<file path="src/rtl/alu_share_arbiter.sv">
// alu_share_arbiter: round-robin sequencer sharing one combinational ALU between two requesters
//   clk, rst_n (async active-low)
//   req{0,1}_valid/ready/ctrl/a/b : operation request channels
//   alu_control, alu_a, alu_b     : registered operands to the ALU; alu_result comes back combinationally
//   rsp_valid/ready/id/data/err   : tagged response channel with backpressure
//   Optional ALU_ARB_ILLEGAL_CHECK_EN: flag illegal control codes and force their data to all ones
module alu_share_arbiter #(
  parameter int DATA_W = 32,
  parameter int CTRL_W = 6
) (
  input  logic              clk,
  input  logic              rst_n,
  input  logic              req0_valid,
  input  logic              req1_valid,
  output logic              req0_ready,
  output logic              req1_ready,
  input  logic [CTRL_W-1:0] req0_ctrl,
  input  logic [CTRL_W-1:0] req1_ctrl,
  input  logic [DATA_W-1:0] req0_a,
  input  logic [DATA_W-1:0] req0_b,
  input  logic [DATA_W-1:0] req1_a,
  input  logic [DATA_W-1:0] req1_b,
  output logic [CTRL_W-1:0] alu_control,
  output logic [DATA_W-1:0] alu_a,
  output logic [DATA_W-1:0] alu_b,
  input  logic [DATA_W-1:0] alu_result,
  output logic              rsp_valid,
  input  logic              rsp_ready,
  output logic              rsp_id,
  output logic [DATA_W-1:0] rsp_data,
  output logic              rsp_err
);
  typedef enum logic [1:0] {IDLE, EXEC, RESP} state_t;
  state_t state;
  logic last;
  logic gnt1;
  // port 1 wins when alone, or on a tie when port 0 took the previous grant
  always_comb gnt1 = req1_valid && (!req0_valid || !last);
  assign req0_ready = (state == IDLE) && req0_valid && !gnt1;
  assign req1_ready = (state == IDLE) && gnt1;
`ifdef ALU_ARB_ILLEGAL_CHECK_EN
  // bit n set when control code n is legal: 0-3,6-9,11,13,14,16-20,38
  localparam logic [63:0] LEGAL_MASK = 64'h0000_0040_001F_6BCF;
  logic legal;
  always_comb legal = LEGAL_MASK[alu_control];
`else
  assign rsp_err = 1'b0;
`endif
  always_ff @(posedge clk or negedge rst_n) begin
    if (!rst_n) begin
      state       <= IDLE;
      last        <= 1'b1;
      alu_control <= '0;
      alu_a       <= '0;
      alu_b       <= '0;
      rsp_valid   <= 1'b0;
      rsp_id      <= 1'b0;
      rsp_data    <= '0;
`ifdef ALU_ARB_ILLEGAL_CHECK_EN
      rsp_err     <= 1'b0;
`endif
    end else begin
      case (state)
        IDLE: if (req0_valid || req1_valid) begin
          alu_control <= gnt1 ? req1_ctrl : req0_ctrl;
          alu_a       <= gnt1 ? req1_a : req0_a;
          alu_b       <= gnt1 ? req1_b : req0_b;
          rsp_id      <= gnt1;
          last        <= gnt1;
          state       <= EXEC;
        end
        EXEC: begin
`ifdef ALU_ARB_ILLEGAL_CHECK_EN
          rsp_data  <= legal ? alu_result : '1;
          rsp_err   <= !legal;
`else
          rsp_data  <= alu_result;
`endif
          rsp_valid <= 1'b1;
          state     <= RESP;
        end
        RESP: if (rsp_ready) begin
          rsp_valid <= 1'b0;
          state     <= IDLE;
        end
        default: state <= IDLE;
      endcase
    end
  end
endmodule

</file>
<file path="config.mk">
export PLATFORM = sky130hd
export DESIGN_NAME = alu_share_arbiter
export DESIGN_NICKNAME = d
export VERILOG_FILES = /design/src/rtl/alu_share_arbiter.sv
export SDC_FILE = /design/constraint.sdc
export NUM_CORES = 1
export LEC_CHECK = 0
export BUFFER_PORTS_ARGS = -buffer_cell sky130_fd_sc_hd__buf_2
export CAP_MARGIN = 10
export CELL_PAD_IN_SITES_DETAIL_PLACEMENT = 0
export CELL_PAD_IN_SITES_GLOBAL_PLACEMENT = 1
export CORE_MARGIN = 4
export CORE_UTILIZATION = 35
export DETAILED_ROUTE_END_ITERATION = 12
export PLACE_DENSITY_LB_ADDON = 0.12
export SLEW_MARGIN = 20
export SYNTH_ARGS = -nofsm -noshare
export SYNTH_HDL_FRONTEND = slang
export SYNTH_SLANG_ARGS = --single-unit
</file>
<file path="constraint.sdc">
create_clock -name clk -period 2.4 [get_ports clk]
set_input_delay 0.12 -clock clk [delete_from_list [all_inputs] [get_ports clk]]
set_output_delay 0.12 -clock clk [all_outputs]
set_load 0.005 [all_outputs]
</file>
==> results.toml <==
[grt]
grtUsageTotal = 0.152
antenna_found_initial = 1
gr-total-overflow = 0
grt_first_pass_wirelength_mm = 21.2
grt_max_degree = 49
grt_pass1_vias = 3979

[drt]
first_pass_iters = 4
wl_per_cell_um = 16.7
first_iter_violations = 110
viasPerCell = 4.47
drtAntennaViolNets = 0
drc_errors = 0
num_vias = 3682
wl_mm = 13.7

[logic_synthesis]
synth_area_per_cell_um2 = 17.1
synth-xor-area-share = 0
synth_cells = 317
synthTopCellsByArea = "dfrtp_1 (49%), mux2_4 (38%), mux2_2 (7.5%)"
synth_compound_area_frac = 0.00854
muxShareOfSynthArea = 0.452
synth_cell_types = 23
synth-main-ff-cell = "dfrtp_1"
yosysTopAreaCell = "dfrtp_1"
ys_seq_area_frac = 0.494
synth_top_area_frac = 0.489
synthArstFlopShare = 1.00
synth_top_family_by_area = "multiplexers"
ys_ff_latch = 107
synthesis.area_um2 = 5420
syn_nets = 494
yosys_warnings = 0
synth_edf_count = 0
yosys.area_share.adder = 0
synth_simple_gate_area_frac = 0.00716

[clocking]
insertion_delay_ns = 0.34
clockBufferDepth = 2
cts_buffers = 9
cts_root_buf = "clkbuf_16"
clkSinkCount = 107
h-tree-depth = 3
cts_tree = "built"
clk_pin_slew_ns = 0.08

[sta]
setup_tns_ns = 0
tightest_slew_ns = 0.533
fmaxAchievable_mhz = 524
rsz0062_at_grt = "false"
final.setup_skew_ns = 0.00863
slew_viol_final = 0
final_hold_viol_count = 0
slew_headroom = 0.643
final.period_utilization = 0.796
layout_min_cycle_time_ns = 1.91
setup_viol = 0

[worst_setup_path]
regToRegEndpoint = "alu_a[10]"
reg2reg_setup_slack_ns = 0.53
worstSetupStartpointType = "flop"
crit_type = "flop to output pin"
worstReg2RegStart = "last"
crit_arrival_ns = 1.79
critPathMaxStageDelay_ns = 0.55
setup.worst_path.end_class = "output pin"
path_max_fanout = 33
path_cells = "a21bo_4 -> buf_12 -> and3_1 -> buf_2"
required_ns = 2.28
slowest_stage = "dfstp_2"
r2r_cells = 4

[finish]
drive_gt1_frac = 0.764
area_growth_pct = 41.1
n_antenna_cell = 0
mostFrequentLayoutCells = "buf_2 (281), mux2_4 (136), dfrtp_1 (106)"
final_cells = 823
nFillCells = 1378
regArea_um2 = 2680
final_common_cell = "buf_2"
multi_input_area_um2 = 2550
fin_nets = 807

[floorplan]
die-width_um = 132
die_h_um = 132
coreArea_um2 = 15200
placementRows = 45
io_pins = 284
die_area_um2 = 17500
initial_core_util = 0.356

[hold_path]
whs_path_depth = 2
min-delay-start = "alu_result[29]"
hold_class = "input pin to flop"
min_to = "rsp_data[29]"

[power]
p_per_area_nw_per_um2 = 1170
leakage_nw = 4.02
ir_drop_mv = 0.458

[placement]
dp_hpwl_mm = 10.5
gp_congestion = 0.752
dp_cells = 776
io_buffers = 282

[flow_run]
cap_viol_max_count = 0

[status]
status = "finished clean"
==> logic make-up (layout without fill, tap and decap cells) <==
logic type / after synthesis / in the layout
and+or+nand+nor: 7 / 7
other: 1 / 1
buffers and inverters: 23 / 341
DFF: 107 / 107
AOI/OAI and AO/OA: 7 / 7
muxes: 172 / 172
==> metrics by stage <==
| stage | hold WS [ns] | power (mW) | instance area [um2] | utilization | setup slack, ns |
|---|---|---|---|---|---|
| 6_report | 0.0151 | 8.96 | 7650 | 0.503 | 0.490 |
| 5_1_grt | 0.00358 | 9.56 | 7650 | 0.503 | 0.401 |
| 4_1_cts | 0.00108 | 9.13 | 7650 | 0.503 | 0.426 |
| 3_5_place_dp | 0.102 | 7.51 | 7030 | 0.462 | 0.529 |
| 3_3_place_gp | 0.0890 | 7.45 | 7030 | 0.462 | 0.559 |
| 2_1_floorplan | -0.176 | 5.92 | 5420 | - | 0.778 |
==> cell usage after synthesis (2+ instances only) <==
library cell,number
a21oi_1,3
buf_2,4
buf_4,8
buf_6,2
buf_8,6
dfrtp_1,106
inv_1,2
mux2_2,36
mux2_4,136
==> worst max path at each step <==
stage / startpoint / end / cells past startpoint
detailed placement: last / alu_a[9] / 4
global route: last / req0_ready / 4
global placement: last / alu_a[10] / 4
CTS: last / req0_ready / 4
floorplan: last / alu_a[1] / 5
finish: last / req0_ready / 4
==> worst max-delay path, delay by kind of cell (launching register included) <==
family                 cells  cell delay (ns)
AO/OA/AOI/OAI              1             0.27
buffers and inverters      2             0.41
flip-flops                 1             0.55
AND/OR/NAND/NOR            1             0.22
==> metal layers <==
layer,vias to the layer above,part of all wire,global-route usage
met3,16,0.079,0.0468
met1,1740,0.41,0.182
met4,2,0.018,0.0566
met5,-,0.00051,0
met2,169,0.49,0.258
li1,1755,-,-
==> state kept, by name, summed over array words and instances, names as in the netlist <==
register,cells
rsp_id,1
alu_control,6
alu_b,32
state,2
alu_a,32
rsp_data,32
last,1
rsp_valid,1
==> cell type report <==
class | count | area share
Tap cell | 188 | 0.0308
Clock buffer | 10 | 0.0312
Clock inverter | 6 | 0.00949
Sequential cell | 107 | 0.350
Timing Repair Buffer | 323 | 0.243
Multi-Input combinational cell | 187 | 0.334
Inverter | 2 | 0.000982
==> timing repair <==
action                                 CTS  global route
endpoints found under the hold margin   59             0
gates resized for setup                  0             0
hold buffers                            31             0
setup buffers                            0             0
==> report_power, final <==
part	internal (mW)	switching [mW]
combinational	2.64	1.54
sequential	2.75	0.503
clock	0.849	0.672
total	6.25	2.72
Power figures use the tool's default switching activity.
